$ cat src/rtl/gram_bist_pkg.sv
// gram_bist_pkg: shared mode encodings, FSM states and LFSR step for the gram Wishbone BIST.
package gram_bist_pkg;
   localparam logic [1:0] MODE_ADDR     = 2'd0;
   localparam logic [1:0] MODE_LFSR     = 2'd1;
   localparam logic [1:0] MODE_FIXED    = 2'd2;
   localparam logic [1:0] MODE_INV_ADDR = 2'd3;
   localparam logic [31:0] LFSR_TAPS = 32'h8020_0003;
   typedef enum logic [2:0] {IDLE, WR_REQ, WR_GAP, RD_REQ, RD_GAP, FINISH} state_t;
   function automatic logic [31:0] lfsr_next(input logic [31:0] s);
      return s[0] ? (s >> 1) ^ LFSR_TAPS : s >> 1;
   endfunction
endpackage

$ cat src/rtl/gram_bist_pattern.sv
// gram_bist_pattern: per-word test pattern generator shared by the write and read passes.
module gram_bist_pattern
   import gram_bist_pkg::*;
#(
   parameter int ADDR_WIDTH = 30,
   parameter int DATA_WIDTH = 32
) (
   input  logic                  clk,
   input  logic                  rst,
   input  logic                  load,
   input  logic                  restart,
   input  logic                  advance,
   input  logic [1:0]            mode,
   input  logic [DATA_WIDTH-1:0] seed,
   input  logic [ADDR_WIDTH-1:0] adr,
   output logic [DATA_WIDTH-1:0] word
);
   logic [31:0]           lfsr, seed32, fix32;
   logic [DATA_WIDTH-1:0] fix, rep, adr_w;
   assign seed32 = 32'(seed);
   assign fix32  = 32'(fix);
   assign adr_w  = DATA_WIDTH'(adr);
   always_ff @(posedge clk) begin
      if (rst) begin
         lfsr <= '0;
         fix  <= '0;
      end else if (load) begin
         fix  <= seed;
         lfsr <= seed32 == '0 ? 32'd1 : seed32;
      end else if (restart)
         lfsr <= fix32 == '0 ? 32'd1 : fix32;
      else if (advance)
         lfsr <= lfsr_next(lfsr);
   end
   always_comb begin
      rep = '0;
      for (int i = 0; i < DATA_WIDTH; i++) rep[i] = lfsr[i % 32];
   end
   assign word = mode == MODE_LFSR ? rep :
                 mode == MODE_FIXED ? fix :
                 mode == MODE_INV_ADDR ? ~adr_w : adr_w;
endmodule

$ cat src/rtl/gram_wishbone_bist.sv
// gram_wishbone_bist: Wishbone-master memory self test; writes a pattern, reads it back, counts errors and cycles.
module gram_wishbone_bist
   import gram_bist_pkg::*;
#(
   parameter int ADDR_WIDTH = 30,
   parameter int DATA_WIDTH = 32,
   parameter int LEN_WIDTH  = 16,
   parameter int CNT_WIDTH  = 32,
   parameter int TIMEOUT    = 1024
) (
   input  logic                    clk,
   input  logic                    rst,
   input  logic                    start,
   input  logic [ADDR_WIDTH-1:0]   base_adr,
   input  logic [LEN_WIDTH-1:0]    length,
   input  logic [1:0]              mode,
   input  logic [DATA_WIDTH-1:0]   seed,
   input  logic                    do_write,
   input  logic                    do_read,
   output logic                    busy,
   output logic                    done,
   output logic                    timeout,
   output logic [CNT_WIDTH-1:0]    error_count,
   output logic [ADDR_WIDTH-1:0]   first_err_adr,
   output logic [DATA_WIDTH-1:0]   first_err_dat,
   output logic [CNT_WIDTH-1:0]    cycle_count,
   output logic [ADDR_WIDTH-1:0]   wb_adr,
   output logic [DATA_WIDTH-1:0]   wb_dat_w,
   input  logic [DATA_WIDTH-1:0]   wb_dat_r,
   output logic [DATA_WIDTH/8-1:0] wb_sel,
   output logic                    wb_cyc,
   output logic                    wb_stb,
   output logic                    wb_we,
   input  logic                    wb_ack
);
   localparam int TW = TIMEOUT > 1 ? $clog2(TIMEOUT + 1) : 1;
   state_t                state;
   logic [ADDR_WIDTH-1:0] adr, base_q;
   logic [LEN_WIDTH-1:0]  len_q, cnt;
   logic [TW-1:0]         tcnt;
   logic [1:0]            mode_q;
   logic                  rd_q, last, is_gap;
   logic [DATA_WIDTH-1:0] word;
   assign last     = cnt == len_q - LEN_WIDTH'(1);
   assign is_gap   = state == WR_GAP || state == RD_GAP;
   assign wb_adr   = adr;
   assign wb_dat_w = word;
   assign wb_sel   = '1;
   gram_bist_pattern #(.ADDR_WIDTH(ADDR_WIDTH), .DATA_WIDTH(DATA_WIDTH)) u_pattern (
      .clk     (clk),
      .rst     (rst),
      .load    (state == IDLE && start),
      .restart (state == WR_GAP && last && rd_q),
      .advance (is_gap && !last),
      .mode    (mode_q),
      .seed    (seed),
      .adr     (adr),
      .word    (word)
   );
   always_ff @(posedge clk) begin
      if (rst) begin
         state         <= IDLE;
         busy          <= 1'b0;
         done          <= 1'b0;
         timeout       <= 1'b0;
         error_count   <= '0;
         first_err_adr <= '0;
         first_err_dat <= '0;
         cycle_count   <= '0;
         wb_cyc        <= 1'b0;
         wb_stb        <= 1'b0;
         wb_we         <= 1'b0;
         adr           <= '0;
         base_q        <= '0;
         len_q         <= '0;
         cnt           <= '0;
         tcnt          <= '0;
         mode_q        <= MODE_ADDR;
         rd_q          <= 1'b0;
      end else begin
         if (busy) cycle_count <= cycle_count + CNT_WIDTH'(~&cycle_count);
         case (state)
            IDLE: if (start) begin
               base_q        <= base_adr;
               len_q         <= length;
               mode_q        <= mode;
               rd_q          <= do_read;
               adr           <= base_adr;
               cnt           <= '0;
               tcnt          <= '0;
               error_count   <= '0;
               first_err_adr <= '0;
               first_err_dat <= '0;
               cycle_count   <= '0;
               done          <= 1'b0;
               timeout       <= 1'b0;
               busy          <= 1'b1;
               if (length == '0 || !(do_write || do_read))
                  state <= FINISH;
               else begin
                  state  <= do_write ? WR_REQ : RD_REQ;
                  wb_cyc <= 1'b1;
                  wb_stb <= 1'b1;
                  wb_we  <= do_write;
               end
            end
            WR_REQ, RD_REQ: if (wb_ack) begin
               wb_cyc <= 1'b0;
               wb_stb <= 1'b0;
               state  <= state == WR_REQ ? WR_GAP : RD_GAP;
               if (state == RD_REQ && wb_dat_r != word) begin
                  // error_count never wraps back to zero, so zero marks "no mismatch yet"
                  if (error_count == '0) begin
                     first_err_adr <= adr;
                     first_err_dat <= wb_dat_r;
                  end
                  error_count <= error_count + CNT_WIDTH'(~&error_count);
               end
            end else if (TIMEOUT != 0 && tcnt == TW'(TIMEOUT)) begin
               wb_cyc  <= 1'b0;
               wb_stb  <= 1'b0;
               timeout <= 1'b1;
               state   <= FINISH;
            end else
               tcnt <= tcnt + TW'(1);
            WR_GAP, RD_GAP: begin
               tcnt <= '0;
               if (!last) begin
                  cnt    <= cnt + LEN_WIDTH'(1);
                  adr    <= adr + ADDR_WIDTH'(1);
                  wb_cyc <= 1'b1;
                  wb_stb <= 1'b1;
                  state  <= state == WR_GAP ? WR_REQ : RD_REQ;
               end else if (state == WR_GAP && rd_q) begin
                  cnt    <= '0;
                  adr    <= base_q;
                  wb_cyc <= 1'b1;
                  wb_stb <= 1'b1;
                  wb_we  <= 1'b0;
                  state  <= RD_REQ;
               end else
                  state <= FINISH;
            end
            FINISH: begin
               done  <= 1'b1;
               busy  <= 1'b0;
               wb_we <= 1'b0;
               state <= IDLE;
            end
            default: state <= IDLE;
         endcase
      end
   end
endmodule

$ cat config.mk
export PLATFORM = sky130hd
export DESIGN_NAME = gram_wishbone_bist
export DESIGN_NICKNAME = d
export VERILOG_FILES = /design/src/rtl/gram_bist_pkg.sv /design/src/rtl/gram_bist_pattern.sv /design/src/rtl/gram_wishbone_bist.sv
export SDC_FILE = /design/constraint.sdc
export NUM_CORES = 1
export LEC_CHECK = 0
export ABC_AREA = 1
export BUFFER_PORTS_ARGS = -buffer_cell sky130_fd_sc_hd__buf_2
export CAP_MARGIN = 10
export CELL_PAD_IN_SITES_DETAIL_PLACEMENT = 0
export CELL_PAD_IN_SITES_GLOBAL_PLACEMENT = 1
export CORE_AREA = 5 5 286 288
export CTS_CLUSTER_SIZE = 8
export DETAILED_ROUTE_END_ITERATION = 10
export DIE_AREA = 0 0 291 293
export MAX_ROUTING_LAYER = met4
export PLACE_DENSITY_LB_ADDON = 0.1
export SLEW_MARGIN = 0
export SYNTH_ARGS = -nofsm -noshare
export SYNTH_HDL_FRONTEND = slang
export SYNTH_SLANG_ARGS = --single-unit
$ cat constraint.sdc
create_clock -name clk -period 5.3 [get_ports clk]
set_input_delay 1.06 -clock clk [delete_from_list [all_inputs] [get_ports clk]]
set_output_delay 1.06 -clock clk [all_outputs]
set_load 0.05 [all_outputs]
==> results.txt <==
Run status: completed
IO buf count: 311
Initial DRT Pass Iterations: 5
DRT Wirelength: 83.2 mm
Ratio of cells with drive above 1 in the final layout: 0.144
Initial antenna violation count: 6
CP max FO: 33
Async SR Flop Fraction: 0
I/O pin count: 316
Global-route wire length before repair: 125 mm
CP endpoint kind: flip-flop
Hold depth: 2
Layout area overhead: 20.5%
Max transition margin: 0.247
EDFF count, synth: 0
Placed Cells incl. Taps: 4,081
Area of the core: 78,600 um^2
Post-DP Area: 20,400 um^2
Post-CTS setup buffer count: 0
Max_cap viols: 0
Clock latency on the worst-skew pair: 0.57 ns
Final net count: 3,205
Post-cts resize count: 0
Total grt overflow: 0
Vias in the first global route: 19,400
Placer Congestion: 0.860
Die X-Extent: 291 um
Gr usage total: 0.194
Internal reg-to-reg setup slack: 1.31 ns
DRC viols: 0
Worst vdd ir: 0.278 mV
Root Buffer: clkbuf_16
LEAKAGE: 9.44 nW
TritonCTS clock tree: built
Clock transition at path regs: 0.05 ns
Setup WS post-layout: 1.31 ns
Final instance area: 21,600 um^2
Critical path class: flip-flop to flip-flop
Period utilisation layout: 0.752
Final Max Tran Viols: 0
Drt wl/cell: 20.1 um
Hold Buf Count CTS: 0
Hold WC Path Type: flip-flop to flip-flop
Worst reg2reg path depth: 17
Synthesized flop and latch total: 304
FMAX: 0.251 GHz
Dpl hpwl: 63.5 mm
Clock sink total: 304
Die area: 85,300 um^2
Initial Util: 0.228
Pwr per Cell Area: 499 nW/um^2
Final Critical Period: 3.99 ns
Avg Inst Size Synth: 6.32 um^2
Largest net degree at the start of global routing: 81
Via density per instance: 4.64
Antenna Nets Post-Route: 0
Die height: 293 um
First DRT Iteration DRCs: 1,172
Dpl ws: 1.32 ns
Synthesized area: 17,900 um^2
Clock Path Buffers: 3
Startpoint Class: flip-flop
Util after Layout: 0.275
CTS buffer count: 45
Htree depth: 2
Synth cell types: 47
Setup TNS: 0 ns
Slew @ Worst Pin: 1.13 ns
Sequential share of the synthesized area: 0.339
Fin Clk Skew: 0.0227 ns
CP arrival: 4.41 ns
YS warnings: 0
Crit path required time: 5.73 ns
Final setup fails: 0
Final Hold Viols: 0
Total number of vias: 19,200
RSZ-0062 raised after global routing: no
Cell Rows: 103
Final Instance Count excl. Fillers: 4,145
Synth Instances: 2,841
Commonest register cell after synthesis: dfxtp_1
==> worst max-delay path, cell delays in order, from the launching register on <==
cell and delay [ns]:
dfxtp_1 0.90, inv_2 0.11, nand2_1 0.21, buf_4 0.29, o21ai_0 0.10, o21ai_0 0.21
inv_1 0.17, nand2_1 0.09, nand3_1 0.07, nor2_1 0.10, nand2_1 0.05, nor2_1 0.20
nand2_4 0.19, nand3_2 0.50, buf_4 0.40, nand2_1 0.09, nand2_1 0.07, nor2_1 0.04
==> flip-flops by register name, indices dropped and copies added (netlist names), 16 cells and up <==
name	flops
u_pattern.lfsr	32
u_pattern.fix	32
first_err_adr	30
base_q	30
error_count	32
first_err_dat	32
cnt	16
cycle_count	32
len_q	16
wb_adr	30
==> final cells by class <==
cell class	count	area, um^2
Clock buffer	56	1220
Inverter	414	1550
Clock inverter	3	18.8
Timing Repair Buffer	343	1810
Sequential cell	304	6090
Fill cell	9046	57000
Multi-Input combinational cell	1970	9610
Antenna cell	5	12.5
Tap cell	1050	1310
==> final timing paths <==
check / startpoint / endpoint
worst max-delay path: mode_q[0] / first_err_dat[14]
worst max register to register: mode_q[0] / first_err_dat[14]
worst min register to register: base_q[0] / base_q[0]
worst min-delay path: base_q[0] / base_q[0]
==> report_power, final <==
group / switching (W) / leakage, nW / internal [W] / total, W
Sequential: 0.000524 / 2.49 / 0.00271 / 0.00323
Clock: 0.00112 / 0.608 / 0.00159 / 0.00271
Combinational: 0.00364 / 6.34 / 0.00121 / 0.00485
==> Yosys cell counts (47+ instances only) <==
cell type / count / area, um^2
clkbuf_1: 89 / 334
nor2_1: 270 / 1010
dfxtp_1: 304 / 6090
nand3_1: 120 / 601
a21oi_1: 192 / 961
xor2_1: 68 / 596
nand4_1: 111 / 694
nand2_1: 690 / 2590
nor4_1: 47 / 294
nor3_1: 54 / 270
inv_1: 384 / 1440
o21ai_0: 217 / 1090
==> through the flow <==
step	power, W	hold WS [ns]
2_1_floorplan	0.00656	0.425
3_3_place_gp	0.00820	0.439
3_5_place_dp	0.00820	0.444
4_1_cts	0.0110	0.452
5_1_grt	0.0116	0.472
6_report	0.0108	0.450
==> metal layers <==
layer | track usage | up-vias | routed length, um
met5 | - | - | 0
met1 | 0.237 | 9049 | 36400
met2 | 0.334 | 431 | 40700
li1 | - | 9646 | -
met3 | 0.0280 | 102 | 3650
met4 | 0.0576 | 0 | 2480
==> layout by cell type, fill, tap and decap left out, types with 40 or more instances in the layout <==
master and n:
nand2_1 688, inv_1 381, buf_2 310, dfxtp_1 304
nor2_1 268, o21ai_0 217, a21oi_1 192, nand3_1 120
nand4_1 111, xor2_1 68, nor3_1 54, nor4_1 47
clkbuf_16 47, o21ai_1 40
==> cell families after synthesis <==
| kind of cell | synth area share |
|---|---|
| XOR/XNOR | 0.0434 |
| AO/OA/AOI/OAI | 0.157 |
| flip-flops | 0.339 |
| AND/OR/NAND/NOR | 0.326 |
| other | 0.000209 |
| adder cells (fa/ha/maj) | 0.00627 |
| buffers and inverters | 0.128 |
Power figures use the tool's default switching activity.
